<file path="config.mk">
export PLATFORM = sky130hd
export DESIGN_NAME = sodor_lockstep_lb_monitor
export DESIGN_NICKNAME = d
export VERILOG_FILES = /design/src/rtl/sodor_lockstep_pkg.sv /design/src/rtl/sodor_lb_entry_cmp.sv /design/src/rtl/sodor_lockstep_lb_monitor.sv
export SDC_FILE = /design/constraint.sdc
export NUM_CORES = 1
export LEC_CHECK = 0
export ABC_CLOCK_PERIOD_IN_PS = 2600
export CAP_MARGIN = 20
export CORE_ASPECT_RATIO = 2
export CORE_MARGIN = 2
export CORE_UTILIZATION = 34
export CTS_CLUSTER_DIAMETER = 100
export DETAILED_ROUTE_END_ITERATION = 10
export MAX_ROUTING_LAYER = met4
export PLACE_DENSITY = 0.9
export SYNTH_ARGS = -nofsm -noshare
export SYNTH_HDL_FRONTEND = slang
export SYNTH_SLANG_ARGS = --single-unit
</file>
<file path="constraint.sdc">
create_clock -name clk -period 2.6 [get_ports clk]
set_clock_uncertainty 0.05 [all_clocks]
set_input_delay 0.26 -clock clk [delete_from_list [all_inputs] [get_ports clk]]
set_output_delay 0.26 -clock clk [all_outputs]
set_load 0.01 [all_outputs]
</file>
<file path="src/rtl/sodor_lockstep_pkg.sv">
// ---------------------------------------------------------------------------
// sodor_lockstep_pkg
// Shared types for the Sodor lockstep load-buffer monitor:
//   - state_e     : harness sequencing FSM states (S_RST .. S_DONE)
//   - lb_entry_t  : one load-buffer entry {valid, addr, data}. Fields are sized
//                   to the widest supported entry; narrower entries are
//                   zero-extended, which leaves equality unchanged.
//   - idx_w()     : index width for n items, never less than 1 bit
// ---------------------------------------------------------------------------
package sodor_lockstep_pkg;

  localparam int LB_MAX_ADDR_W = 64;
  localparam int LB_MAX_DATA_W = 64;

  typedef enum logic [2:0] {
    S_RST   = 3'd0,
    S_WARM  = 3'd1,
    S_IDLE  = 3'd2,
    S_CHECK = 3'd3,
    S_DONE  = 3'd4
  } state_e;

  typedef struct packed {
    logic                     valid;
    logic [LB_MAX_ADDR_W-1:0] addr;
    logic [LB_MAX_DATA_W-1:0] data;
  } lb_entry_t;

  function automatic int idx_w(input int n);
    return (n <= 1) ? 1 : $clog2(n);
  endfunction

endpackage

</file>
<file path="src/rtl/sodor_lb_entry_cmp.sv">
// ---------------------------------------------------------------------------
// sodor_lb_entry_cmp
// Combinational comparison of one load-buffer entry of a checked copy against
// the same entry of the golden copy (copy 0).
//   golden   in  lb_entry_t  entry from copy 0
//   other    in  lb_entry_t  entry from copy k > 0
//   mismatch out 1           valid bits differ, or both valid and addr/data differ
// Entries invalid in both copies never mismatch, whatever their addr/data.
// ---------------------------------------------------------------------------
module sodor_lb_entry_cmp
  import sodor_lockstep_pkg::*;
(
  input  lb_entry_t golden,
  input  lb_entry_t other,
  output logic      mismatch
);

  logic both_valid;
  logic payload_diff;

  assign both_valid   = golden.valid & other.valid;
  assign payload_diff = (golden.addr != other.addr) | (golden.data != other.data);
  assign mismatch     = (golden.valid ^ other.valid) | (both_valid & payload_diff);

endmodule

</file>
<file path="src/rtl/sodor_lockstep_lb_monitor.sv">
// ---------------------------------------------------------------------------
// sodor_lockstep_lb_monitor
// N-copy lockstep harness controller. Sequences core reset and warm-up, opens
// a check window, and compares every copy's load-buffer table against copy 0.
// The first divergence (cycle, lowest copy, lowest entry in that copy) is
// latched and held until reset.
//
// Ports
//   clk            in   1                        single clock
//   reset          in   1                        synchronous, active-high
//   lb_valid       in   NUM_COPIES*LB_ENTRIES    index = copy*LB_ENTRIES+entry
//   lb_addr        in   ..*ADDR_W                same flattening
//   lb_data        in   ..*DATA_W                same flattening
//   core_reset     out  1                        reset for every core copy
//   init           out  1                        high until warm-up completes
//   check_win      out  1                        high during the check window
//   diverge_now    out  1                        mismatch in previous window cycle
//   diverge_sticky out  1                        first divergence seen
//   first_cycle    out  CNT_W                    counter value at first divergence
//   first_copy     out  clog2(NUM_COPIES)        copy of first divergence
//   first_entry    out  clog2(LB_ENTRIES)+1      entry of first divergence
//   done           out  1                        window closed (sticky)
//   pass           out  1                        done && !diverge_sticky
//
// Optional build macro: SODOR_LOCKSTEP_FORMAL_EN (with FORMAL) adds an
// assumption that reset is high in the initial cycle and an assertion that
// diverge_now stays low in S_CHECK and the cycle after. RTL behaviour is the
// same with or without it.
//
// Assumes WARMUP_CYCLES >= 1, ADDR_W/DATA_W <= 64 and that CHECK_START is
// reachable before the counter saturates.
// ---------------------------------------------------------------------------
module sodor_lockstep_lb_monitor
  import sodor_lockstep_pkg::*;
#(
  parameter int NUM_COPIES    = 2,
  parameter int LB_ENTRIES    = 1,
  parameter int ADDR_W        = 32,
  parameter int DATA_W        = 32,
  parameter int RESET_CYCLES  = 2,
  parameter int WARMUP_CYCLES = 6,
  parameter int CHECK_START   = 14,
  parameter int CHECK_LEN     = 1,
  parameter int CNT_W         = 8,
  localparam int COPY_W       = idx_w(NUM_COPIES),
  localparam int ENTRY_W      = $clog2(LB_ENTRIES) + 1
) (
  input  logic                                clk,
  input  logic                                reset,
  input  logic [NUM_COPIES*LB_ENTRIES-1:0]        lb_valid,
  input  logic [NUM_COPIES*LB_ENTRIES*ADDR_W-1:0] lb_addr,
  input  logic [NUM_COPIES*LB_ENTRIES*DATA_W-1:0] lb_data,
  output logic                                core_reset,
  output logic                                init,
  output logic                                check_win,
  output logic                                diverge_now,
  output logic                                diverge_sticky,
  output logic [CNT_W-1:0]                    first_cycle,
  output logic [COPY_W-1:0]                   first_copy,
  output logic [ENTRY_W-1:0]                  first_entry,
  output logic                                done,
  output logic                                pass
);

  localparam int NUM_ENT  = NUM_COPIES * LB_ENTRIES;
  localparam int NUM_CMP  = (NUM_COPIES - 1) * LB_ENTRIES;
  localparam int WARM_END = RESET_CYCLES + WARMUP_CYCLES;
  localparam int WIN_W    = idx_w(CHECK_LEN);

  localparam logic [CNT_W-1:0] CNT_MAX    = '1;
  localparam logic [CNT_W-1:0] RST_END_C  = CNT_W'(RESET_CYCLES);
  localparam logic [CNT_W-1:0] WARM_END_C = CNT_W'(WARM_END);
  localparam logic [CNT_W-1:0] START_C    = CNT_W'(CHECK_START);
  localparam logic [WIN_W-1:0] WIN_LAST   = WIN_W'(CHECK_LEN - 1);
  // A start at or before the end of warm-up opens the window right after it.
  localparam bit START_IN_WARM = (CHECK_START <= WARM_END);

  // -------------------------------------------------------------------------
  // Unpack flattened LB ports into entries and compare against copy 0.
  // -------------------------------------------------------------------------
  lb_entry_t          ent [NUM_ENT];
  logic [NUM_CMP-1:0] mm;

  for (genvar i = 0; i < NUM_ENT; i++) begin : g_unpack
    assign ent[i] = '{valid: lb_valid[i],
                      addr:  LB_MAX_ADDR_W'(lb_addr[i*ADDR_W +: ADDR_W]),
                      data:  LB_MAX_DATA_W'(lb_data[i*DATA_W +: DATA_W])};
  end

  for (genvar k = 1; k < NUM_COPIES; k++) begin : g_copy
    for (genvar e = 0; e < LB_ENTRIES; e++) begin : g_entry
      sodor_lb_entry_cmp u_cmp (
        .golden   (ent[e]),
        .other    (ent[k*LB_ENTRIES + e]),
        .mismatch (mm[(k-1)*LB_ENTRIES + e])
      );
    end
  end

  // -------------------------------------------------------------------------
  // Priority encoder: scanning from the top down leaves the lowest copy, and
  // the lowest entry within that copy, as the final assignment.
  // -------------------------------------------------------------------------
  logic               hit;
  logic [COPY_W-1:0]  hit_copy;
  logic [ENTRY_W-1:0] hit_entry;

  always_comb begin
    // NOTE: every output of a combinational block gets a default first so no
    // path leaves it unassigned, which would infer a latch.
    hit       = 1'b0;
    hit_copy  = '0;
    hit_entry = '0;
    for (int k = NUM_COPIES - 1; k >= 1; k--) begin
      for (int e = LB_ENTRIES - 1; e >= 0; e--) begin
        if (mm[(k-1)*LB_ENTRIES + e]) begin
          hit       = 1'b1;
          hit_copy  = COPY_W'(k);
          hit_entry = ENTRY_W'(e);
        end
      end
    end
  end

  // -------------------------------------------------------------------------
  // Sequencing FSM, saturating cycle counter and divergence capture.
  // Transitions look at the counter value of the next cycle so the registered
  // outputs change exactly on the cycle whose counter value matches.
  // -------------------------------------------------------------------------
  state_e            state;
  logic [CNT_W-1:0]  cnt;
  logic [CNT_W-1:0]  cnt_inc;
  logic [WIN_W-1:0]  win_cnt;

  assign cnt_inc = (cnt == CNT_MAX) ? cnt : cnt + CNT_W'(1);

  // NOTE: sequential state uses non-blocking assignments so every register
  // samples pre-edge values regardless of statement order.
  always_ff @(posedge clk) begin
    if (reset) begin
      state          <= S_RST;
      cnt            <= '0;
      win_cnt        <= '0;
      core_reset     <= 1'b1;
      init           <= 1'b1;
      check_win      <= 1'b0;
      diverge_now    <= 1'b0;
      diverge_sticky <= 1'b0;
      first_cycle    <= '0;
      first_copy     <= '0;
      first_entry    <= '0;
      done           <= 1'b0;
    end else begin
      cnt         <= cnt_inc;
      diverge_now <= check_win & hit;

      // Only the first divergence is recorded; later ones leave first_* alone.
      if (check_win && hit && !diverge_sticky) begin
        diverge_sticky <= 1'b1;
        first_cycle    <= cnt;
        first_copy     <= hit_copy;
        first_entry    <= hit_entry;
      end

      unique case (state)
        S_RST: begin
          if (cnt_inc == RST_END_C) begin
            state      <= S_WARM;
            core_reset <= 1'b0;
          end
        end
        S_WARM: begin
          if (cnt_inc == WARM_END_C) begin
            init <= 1'b0;
            if (START_IN_WARM) begin
              state     <= S_CHECK;
              check_win <= 1'b1;
              win_cnt   <= '0;
            end else begin
              state <= S_IDLE;
            end
          end
        end
        S_IDLE: begin
          if (cnt_inc == START_C) begin
            state     <= S_CHECK;
            check_win <= 1'b1;
            win_cnt   <= '0;
          end
        end
        S_CHECK: begin
          if (win_cnt == WIN_LAST) begin
            state     <= S_DONE;
            check_win <= 1'b0;
            done      <= 1'b1;
          end else begin
            win_cnt <= win_cnt + WIN_W'(1);
          end
        end
        S_DONE: begin
          state <= S_DONE;
        end
        default: begin
          state <= S_RST;
        end
      endcase
    end
  end

  assign pass = done & ~diverge_sticky;

`ifdef SODOR_LOCKSTEP_FORMAL_EN
`ifdef FORMAL
  logic f_past_valid = 1'b0;
  logic f_after_check = 1'b0;

  always_ff @(posedge clk) begin
    f_past_valid  <= 1'b1;
    f_after_check <= (state == S_CHECK);
  end

  always_comb begin
    if (!f_past_valid) assume (reset);
  end

  always_comb begin
    if (f_past_valid && !reset && ((state == S_CHECK) || f_after_check))
      assert (!diverge_now);
  end
`endif
`endif

endmodule

</file>
# Word level (Yosys, flattened, before mapping)
# Index checks and enable logic that the tools add are counted.
word_totals:
  register_bits: 27
  inputBits: 132
  out_inout_bits: 17
  word_cells: 60
op_classes:
  n_eq_ne: 14
  bitwise: 9
  addsub: 2
  mux: 13
  n_reduce_logical: 11
op_table:
  columns: ["cell", "n"]
  rows:
  - ["$ne 32x32->1", 2]
  - ["$eq 8x4->1 const B", 2]
  - ["$pmux 3 s5", 1]
  - ["$mux 3", 4]
  - ["$add 8x1->8 const B", 1]
  - ["$eq 8x2->1 const B", 1]
  - ["$eq 8x8->1 const B", 1]
  - ["$mux 8", 1]
  - ["$ne 2x2->1 const B", 4]
  - ["$reduce_and 2->1", 4]
  - ["$eq 3x2->1 const B", 2]
  - ["$mux 1", 5]
  - ["$and 1x1->1", 4]
  - ["$pmux 1 s2", 2]
  - ["$reduce_and 4->1", 1]
  - ["$eq 3x1->1 const B", 1]
  - ["$eq 3x3->1 const B", 1]
  - ["$logic_not 3->1", 1]
  - ["$reduce_and 3->1", 1]
  - ["$logic_and 1x1->1", 2]
  - ["$not 1->1", 2]
  - ["$or 1x1->1", 2]
  - ["$reduce_bool 2->1", 1]
  - ["$add 1x1->1 const B", 1]
  - ["other kinds (2)", 2]

# Logic depth before layout (Yosys ltp)
# Gate-level depths: netlist of run 1.
logic_depth:
  word_depth: 7
  depth_mapped: 7
  mapped_depth_nobuf: 7

# Cells and area by module
# A second synthesis of run 1 with hierarchy kept.
hier_totals:
  hier_cells: 308
  hier_area_um2: 2549.9
by_module_without_submodules:
  columns: ["mod", "area_each_um2", "seq_area_each_um2", "n_inst", "cells_per_inst"]
  rows:
  - ["sodor_lb_entry_cmp", 1413.9, 0.0, 1, 173]
  - ["sodor_lockstep_lb_monitor", 1136.1, 520.5, 1, 135]

# Least setup slack after synthesis of run 1
# Ideal clock, no wire load.
synth_timing:
  kind: "register to register"
  startpoint: "reg cnt[0]"
  endpoint: "reg state[0]"
  path_slack_ps: 367
  period_less_slack_ps: 2233
  n_path_buf: 0
  required_ps: 2427
  setup_time_ps: 123
  arrival_time_ps: 2059
  path_stages_with_launch: 8
  cell_sequence: "dfxtp_1 -> ha_1 -> and4_4 -> a21oi_2 -> or4_4 -> nor4b_4 -> nor4_2 -> mux2_1"
synth_via:
  elab_chain_len: 5
  elab_cells_between_ends: 10
  classes_between: "add/sub: 1; eq/ne: 7; mux: 1; reduce/logical: 1"
synth_lines:
  columns: ["item", "line", "source"]
  rows:
  - ["from (decl)", "sodor_lockstep_lb_monitor.sv:131", "logic [CNT_W-1:0] cnt;"]
  - ["from (signal assigned)", "sodor_lockstep_lb_monitor.sv:154", "cnt <= cnt_inc;"]
  - ["$add 8x1->8 or $eq 8x8->1 (tied branches)", "sodor_lockstep_lb_monitor.sv:135", "assign cnt_inc = (cnt == CNT_MAX) ? cnt : cnt + CNT_W'(1);"]
  - ["$mux 8 *", "sodor_lockstep_lb_monitor.sv:135", null]
  - ["$eq 8x4->1, or another cell as far along", "sodor_lockstep_lb_monitor.sv:173", "if (cnt_inc == WARM_END_C) begin"]
  - ["$ne 2x2->1 (no source line)", null, null]
  - ["$reduce_and 4->1 (no source line) *", null, null]
  - ["to (signal assigned)", "sodor_lockstep_lb_monitor.sv:141", "state <= S_RST;"]
  - ["to (signal assigned)", "sodor_lockstep_lb_monitor.sv:176", "state <= S_CHECK;"]
  - ["to (signal assigned)", "sodor_lockstep_lb_monitor.sv:180", "state <= S_IDLE;"]
  - ["to (decl)", "sodor_lockstep_lb_monitor.sv:130", "state_e state;"]
# Mark *: on every way between the ends. The rest lies on a longest branch, timed or not.
# A chain may end at the register's enable or synchronous reset.

# Final worst setup path of run 1
# Same ends and word-level chain as after synthesis.

==> results.json, run 1 <==
{
  "htreeDepth": 1,
  "synth_area_leader_cell": "xnor2_1",
  "grt_usage_pct": 23.2,
  "endpoint_kind": "flip-flop",
  "row_count": 38,
  "synthFlopType": "dfxtp_1",
  "arrival_ns": 2.55,
  "start_util_pct": 35.4,
  "rsz0062_at_grt": "no",
  "synthCells": 216,
  "ys_ff_latch": 26,
  "drive_gt1_share_pct": 4.66,
  "setup_ws_ns": 0.165,
  "synth-edff-count": 0,
  "timing.hold.ws_ns": 0.415,
  "max_freq_ghz": 0.411,
  "routed_wirelength_mm": 7.44,
  "drtAntennaViolNets": 0,
  "vias": 2175,
  "hpwl_mm": 6.63,
  "cts_buffers": 3,
  "drtPass1Iterations": 4,
  "place_ws_ns": -0.0218,
  "drcViolationCount": 0,
  "io_pins": 149,
  "synth.area.top_cells": "xnor2_1, dfxtp_1, nand4_1",
  "grt_pass1_vias": 2211,
  "n_fill_cell": 440,
  "postSynth.asyncResetShare_pct": 0,
  "die_area_um2": 6300,
  "grt_overflow": 0,
  "drt_iter0_drc": 75,
  "grt_max_degree": 18,
  "status": "finished clean",
  "grt_pass1_wl_mm": 11.0,
  "die_x_um": 57.1,
  "vias_per_cell": 5.12,
  "crit_type": "reg -> reg",
  "port_buffers": 147,
  "antenna_found_initial": 0,
  "synth_most_common_cell": "xnor2_1",
  "synth_top_area_share_pct": 30.1,
  "yosys_warnings": 0,
  "synth_common_cells": "xnor2_1, dfxtp_1, nand4_1",
  "synth_seq_area_share_pct": 27.1,
  "die_h_um": 110,
  "power.density_nw_per_um2": 292,
  "fin_crit_sh_pct": 93.7,
  "slew_violations": 0,
  "gp_congestion": 0.939,
  "synth_fp_nets": 351,
  "timing.final.crit_period_ns": 2.44,
  "area_delta_synth_final_pct": 83.6,
  "clock_latency_ns": 0.27,
  "ys_types": 39,
  "hold_viol_final": 0,
  "design_power_total_w": 0.00103,
  "hold_class": "reg -> reg",
  "crit_fanout": 7,
  "root_buffer": "clkbuf_8",
  "routedWlPerCell_um": 17.5,
  "cts_max_path_buffers": 2,
  "max_cap_viol_count": 0,
  "crit_path_start_kind": "flip-flop",
  "n_antenna_cell": 0,
  "core_region_area_um2": 5420,
  "critPathRequiredTime_ns": 2.71,
  "p_leak_nw": 1.18,
  "path_clk_slew_ns": 0.08,
  "reg_top3": "cnt x8, first_cycle x8, state x3",
  "ir_worst_vdd_mv": 0.371,
  "holdBufCountCts": 0,
  "synth_area_per_cell_um2": 8.89,
  "final_nets": 502,
  "final-setup-viol-count": 0,
  "cts_tree": "yes",
  "cts_sinks": 26,
  "synthesis.area_um2": 1920
}
layer usage:
layer / global-route usage, % / up-vias / part of all wire, %
li1: - / 1057 / -
met1: 20.5 / 983 / 32
met2: 45.1 / 121 / 55
met3: 7.47 / 14 / 11
met4: 7.64 / 0 / 2.4
met5: - / - / 0
placed cells by master, fill, tap and decap left out, types with 3 or more instances in the layout:
| cell | instances |
|---|---|
| clkbuf_8 | 3 |
| xnor2_1 | 66 |
| buf_4 | 5 |
| nand3_1 | 4 |
| ha_1 | 3 |
| nand2b_1 | 15 |
| nor4_1 | 5 |
| a211oi_1 | 3 |
| and3_1 | 3 |
| nand4_1 | 18 |
| nor2b_1 | 3 |
| dfxtp_1 | 26 |
| nor2_1 | 13 |
| nand2_1 | 7 |
| mux2i_1 | 8 |
| clkdlybuf4s50_1 | 147 |
| a21oi_1 | 4 |
| nor3_1 | 5 |
report_power, final:
group	total [W]	internal, W	switching [W]
registers	0.000423	0.000407	0.0000152
clock network	0.000220	0.000104	0.000116
logic	0.000388	0.000271	0.000116
total	0.00103	0.000783	0.000248
metrics by stage:
step / area (um2) / utilization (%) / instances / setup TNS (ns)
2_1_floorplan: 1920 / - / 216 / 0
3_3_place_gp: 3480 / 64.2 / 422 / 0
3_5_place_dp: 3480 / 64.2 / 422 / -0.0218
4_1_cts: 3520 / 64.9 / 425 / 0
5_1_grt: 3530 / 65.1 / 425 / 0
6_report: 3530 / 65.1 / 425 / 0
what timing repair did:
item                                    4_1_cts  5_1_grt
buffers inserted                              0        0
endpoints found under the hold margin         0        0
resized for setup                             0        1
endpoints found under the setup margin        0        1
final cells by class:
cell class / instances / area (um2) / share of cell area [%]
clock buffer: 3 / 41.3 / 1.17
inverter: 2 / 7.51 / 0.213
multi-input combinational: 182 / 1370 / 38.9
sequential: 26 / 520 / 14.8
tap: 60 / 75.1 / 2.13
timing repair buffer: 152 / 1510 / 42.8
cells by family after synthesis:
family / share of synthesized area [%]
simple gates: 27.7
xor+xnor: 30.6
flops: 27.1
compound gates: 5.99
mux: 4.76
buf+inv: 1.76
fa+ha+maj: 1.95
other cells: 0.195
final timing paths:
path | from | to | slack [ns] | cells past startpoint
max | cnt[0] | state[0] | 0.16 | 7
min | core_reset | core_reset | 0.42 | 1
max reg2reg | cnt[0] | state[0] | 0.16 | 7
min reg2reg | core_reset | core_reset | 0.42 | 1
critical path: stages, from the launching register on:
cell and delay [ns]:
dfxtp_1 0.48, ha_1 0.29, and4_4 0.27, a21oi_2 0.07, or4_4 0.45, nor4b_4 0.33, nor4_2 0.08, mux2_1 0.31
Power figures use the tool's default switching activity.
==> inputs of run 2 (changes only) <==
Settings changed: CORE_UTILIZATION 34 to 35, CTS_BUF_LIST from default to sky130_fd_sc_hd__clkbuf_2, PLACE_DENSITY 0.9 to 0.92.
==> run 2 against run 1 <==
- power shrank 5.5%
- critical path depth is the same
- combinational power grew 2%
- count of clock-buffer cells in the layout unchanged
- setup slack improved by 0.15 ns
- sequential cell count unchanged
- design area down 0.39%
- via count up 1.7%
- sequential power barely moved
- global-route usage is 0.43 points higher
- sequential share of layout area grew 0.058 points
- utilization is 0.32 points higher
==> results.json, run 2 (synthesis gave the netlist of run 1 again) <==
{
  "hold_end": "first_cycle[6]",
  "layout_common_cells": "clkdlybuf4s50_1, xnor2_1, dfxtp_1",
  "fin_crit_sh_pct": 88.1,
  "cts_tree": "yes",
  "p_leak_nw": 1.18,
  "hpwl_mm": 6.40,
  "io_pins": 149,
  "vias": 2213,
  "timing.rr.end": "state[0]",
  "drcViolationCount": 0,
  "gr-max-usage-layer": "met2",
  "place_area_um2": 3490,
  "worstHoldStart": "first_cycle[6]",
  "hold_depth": 2,
  "area_delta_synth_final_pct": 82.9,
  "slew_violations": 0,
  "grt_usage_pct": 23.6,
  "crit_start": "cnt[0]",
  "start_util_pct": 35.7,
  "core_region_area_um2": 5370,
  "grt_pass1_vias": 2251,
  "htreeDepth": 1,
  "critPathRequiredTime_ns": 2.84,
  "hold_class": "reg -> reg",
  "regToRegSetupSlack_ns": 0.31,
  "ir_worst_vdd_mv": 0.364,
  "reg2reg_from": "cnt[0]",
  "hold_viol_final": 0,
  "grt_pass1_wl_mm": 10.9,
  "fin_area_um2": 3510,
  "met1_usage_pct": 22.2,
  "vias_per_cell": 5.17,
  "cts_sinks": 26,
  "rsz0062_at_grt": "no",
  "routedWlPerCell_um": 16.9,
  "timing.final.crit_period_ns": 2.29,
  "use_met2_pct": 45.9,
  "crit_path_start_kind": "flip-flop",
  "die_x_um": 56.4,
  "drt_iter0_drc": 76,
  "drtAntennaViolNets": 0,
  "totalNegativeSetupSlack_ns": 0,
  "grt_overflow": 0,
  "arrival_ns": 2.53,
  "max_cap_viol_count": 0,
  "routed_wirelength_mm": 7.24,
  "crit_type": "reg -> reg",
  "crit_fanout": 5,
  "holdBufCountCts": 0,
  "drive_gt1_share_pct": 4.89,
  "drtPass1Iterations": 4,
  "status": "finished clean",
  "max_freq_ghz": 0.437,
  "mostFrequentLayoutCell": "clkdlybuf4s50_1",
  "die_h_um": 109,
  "endpoint_kind": "flip-flop",
  "n_antenna_cell": 0,
  "clock_latency_ns": 0.38,
  "cts_max_path_buffers": 2,
  "final-setup-viol-count": 0,
  "reg_top3": "cnt x8, first_cycle x8, state x3",
  "grt_max_degree": 31,
  "root_buffer": "clkbuf_2",
  "port_buffers": 147,
  "row_count": 38,
  "r2r_cells": 7,
  "postCtsSetupRepairBufs": 0,
  "final_nets": 504,
  "gp_congestion": 0.919,
  "power.density_nw_per_um2": 277,
  "cts_resized": 0,
  "die_area_um2": 6130,
  "cts_buffers": 3,
  "path_clk_slew_ns": 0.25,
  "use_met3_pct": 7.24,
  "antenna_found_initial": 0
}
==> run 2: cell types whose count changed in the layout (fill, tap and decap cells not counted) <==
cell / delta
buf_4: +2
clkbuf_2: +3
clkbuf_8: -3
nor4_1: +1
clkinv_1: +1
nor4_2: -1
==> run 2: worst max-delay path: stages (launching register included) <==
cell and delay [ns]:
dfxtp_1 0.40, ha_1 0.25, and4_4 0.28, a21oi_2 0.07
or4_4 0.44, nor4b_4 0.32, nor4_2 0.08, mux2_1 0.32
==> run 2: how the worst max path moves through the flow <==
stage | to | slack [ns] | depth (start not counted)
3_3_place_gp | first_copy | 0.1 | 8
3_5_place_dp | first_copy | 0.01 | 8
2_1_floorplan | state[0] | 0.37 | 7
5_1_grt | state[0] | 0.05 | 7
4_1_cts | state[0] | 0.31 | 7
6_report | state[0] | 0.31 | 7
==> run 2: metal layers <==
metal | share of wire [%] | vias up
met5 | 0 | -
li1 | - | 1062
met2 | 56 | 110
met3 | 9.4 | 13
met4 | 1.9 | 0
met1 | 33 | 1028
==> run 2: cell type report <==
| type | count | area (um2) |
|---|---|---|
| tap | 60 | 75.1 |
| sequential | 26 | 520 |
| clock inverter | 1 | 3.75 |
| fill | 440 | 1860 |
| multi-input combinational | 182 | 1370 |
| clock buffer | 3 | 15.0 |
| timing repair buffer | 154 | 1520 |
| inverter | 2 | 7.51 |
==> run 2: power by group <==
| part | leakage, nW | internal, W | total (W) | switching [W] |
|---|---|---|---|---|
| sequential | 0.210 | 0.000409 | 0.000421 | 0.0000113 |
| combinational | 0.956 | 0.000274 | 0.000394 | 0.000121 |
| clock | 0.0140 | 0.0000333 | 0.000159 | 0.000126 |
==> run 2: stage by stage <==
step	hold WS, ns	power, W	std cells	worst slack [ns]	utilization [%]
3_3_place_gp	0.391	0.000812	424	0.0958	65.0
4_1_cts	0.449	0.000976	428	0.309	65.4
3_5_place_dp	0.394	0.000822	424	0.0145	65.0
6_report	0.445	0.000974	428	0.310	65.4
2_1_floorplan	0.387	0.000570	216	0.367	-
5_1_grt	0.475	0.00102	428	0.0532	65.4
==> inputs of run 3 (changes only) <==
Settings changed: ABC_CLOCK_PERIOD_IN_PS 2600 to 2400.
Clock period 2.6 ns to 2.4 ns, I/O delays scaled along.
==> run 3 against run 2 <==
- register-to-register slack worse by 0.17 ns
- critical endpoint unchanged
- wire length up 0.88%
- setup slack got worse by 0.17 ns
- highest routed layer unchanged
==> results.json, run 3 (synthesis gave the netlist of run 1 again) <==
{
  "clock_latency_ns": 0.34,
  "antenna_found_initial": 0,
  "cp_slowest_cell": "or4_4",
  "path_clk_slew_ns": 0.25,
  "area_delta_synth_final_pct": 87.2,
  "r2r_cells": 7,
  "layout_common_cells": "clkdlybuf4s50_1, xnor2_1, dfxtp_1",
  "routed_wirelength_mm": 7.30,
  "grt_max_degree": 31,
  "grt_usage_pct": 23.0,
  "crit_chain": "ha_2 > and4_4 > a21oi_2 > or4_4 > nor4b_4 > nor4_2 > mux2_1",
  "drive_gt1_share_pct": 6.99,
  "hold_class": "reg -> reg",
  "root_buffer": "clkbuf_2",
  "arrival_ns": 2.47,
  "gp_congestion": 0.901,
  "die_x_um": 56.4,
  "grt_pass1_vias": 2132,
  "p_leak_nw": 1.22,
  "power_switching_share_pct": 23.5,
  "critPathTopFamily": "simple AND/OR/NAND/NOR gates",
  "timing.rr.end": "state[0]",
  "drtAntennaViolNets": 0,
  "crit_fanout": 5,
  "cts_buffers": 3,
  "drcViolationCount": 0,
  "place_inst": 428,
  "rsz0062_at_grt": "no",
  "grt_overflow": 0,
  "cts_sinks": 26,
  "ir_worst_vdd_mv": 0.453,
  "reg_top3": "cnt x8, first_cycle x8, state x3",
  "critPathRequiredTime_ns": 2.61,
  "max_cap_viol_count": 0,
  "cts_max_path_buffers": 2,
  "setup_ws_ns": 0.144,
  "layout.cells.non_filler": 432,
  "place_ws_ns": -0.0646,
  "crit_buf_inv": 0,
  "final-setup-viol-count": 0,
  "port_buffers": 147,
  "io_pins": 149,
  "drtPass1Iterations": 4,
  "n_fill_cell": 468,
  "hold_depth": 2,
  "n_antenna_cell": 0,
  "vias": 2147,
  "p_int_w": 0.000886,
  "die_h_um": 109,
  "max_freq_ghz": 0.443,
  "design_power_total_w": 0.00116,
  "clkPwrFrac_pct": 23.5,
  "p_seq_share_pct": 39.4,
  "grt_pass1_wl_mm": 10.7,
  "routedWlPerCell_um": 16.9,
  "crit_path_start_kind": "flip-flop",
  "die_area_um2": 6130,
  "crit_type": "reg -> reg",
  "timing.final.crit_period_ns": 2.26,
  "hold_viol_final": 0,
  "mostFrequentLayoutCell": "clkdlybuf4s50_1",
  "status": "finished clean",
  "reg2reg_from": "cnt[0]",
  "final_nets": 508,
  "power.density_nw_per_um2": 322,
  "hpwl_mm": 6.38,
  "regToRegSetupSlack_ns": 0.14,
  "slew_violations": 0,
  "worstHoldStart": "first_cycle[5]",
  "power_frac_comb_pct": 37.2,
  "fin_crit_sh_pct": 94.0,
  "hold_end": "first_cycle[5]",
  "vias_per_cell": 4.97,
  "cts_tree": "yes",
  "holdBufCountCts": 0,
  "start_util_pct": 35.7,
  "slowest_delay_ns": 0.44,
  "drt_iter0_drc": 62,
  "power_switching_w": 0.000272,
  "endpoint_kind": "flip-flop",
  "htreeDepth": 1,
  "core_region_area_um2": 5370,
  "row_count": 38
}
==> run 3: cell count changes in the layout (fill, tap and decap cells not counted), sizes merged <==
cell | previous run | this run
buf | 7 | 11
bufinv | 0 | 1
clkinv | 1 | 0
==> run 3: worst max-delay path by stage <==
stage,start,end,cells after the start
after global placement,lb_addr[50],first_cycle[6],9
after global routing,cnt[0],state[0],7
after CTS,cnt[0],state[0],7
final,cnt[0],state[0],7
after floorplan,cnt[0],state[0],7
after detailed placement,lb_addr[41],first_cycle[1],9
==> run 3: metal layers <==
layer,routed length (um),up-vias,track usage [%]
li1,-,1070,-
met4,83,0,3.91
met5,0,-,-
met1,2380,968,21.3
met3,715,6,7.83
met2,4120,103,45.3
==> run 3: power groups by stage <==
stage	sequential, W	clock, W	combinational (W)
finish	0.000456	0.000272	0.000430
CTS	0.000456	0.000281	0.000432
global route	0.000458	0.000298	0.000460
detailed placement	0.000463	0	0.000430
global placement	0.000463	0	0.000419
floorplan	0.000465	0	0.000153
==> run 3: repair_timing <==
action / in CTS / in global routing
hold endpoints to repair: 0 / 0
resized for setup: 0 / 3
endpoints found under the setup margin: 0 / 2
buffers inserted: 0 / 0
==> run 3: layout make-up <==
cell class	instances	area (um2)	share of cell area (%)
multi-input cells	182	1380	38.4
repair buffers	158	1570	43.6
clock buffers	3	15.0	0.418
clock inverters	1	30.0	0.835
well taps	60	75.1	2.09
flip-flops and latches	26	520	14.5
inverters	2	7.51	0.209
==> run 3: through the flow <==
stage	hold slack (ns)	instance area, um2	util [%]	TNS, ns
5_1_grt	0.467	3600	66.9	0
6_report	0.441	3600	66.9	0
2_1_floorplan	0.367	1920	-	0
4_1_cts	0.451	3580	66.7	0
3_5_place_dp	0.398	3540	65.8	-0.383
3_3_place_gp	0.390	3540	65.8	0
==> run 3: worst register-to-register path, delay by kind of cell, from the launching register on <==
family | cells | cell delay, ns
DFF | 1 | 0.40
AOI/OAI and AO/OA | 1 | 0.07
and+or+nand+nor | 4 | 1.11
muxes | 1 | 0.31
adders and majority gates | 1 | 0.24
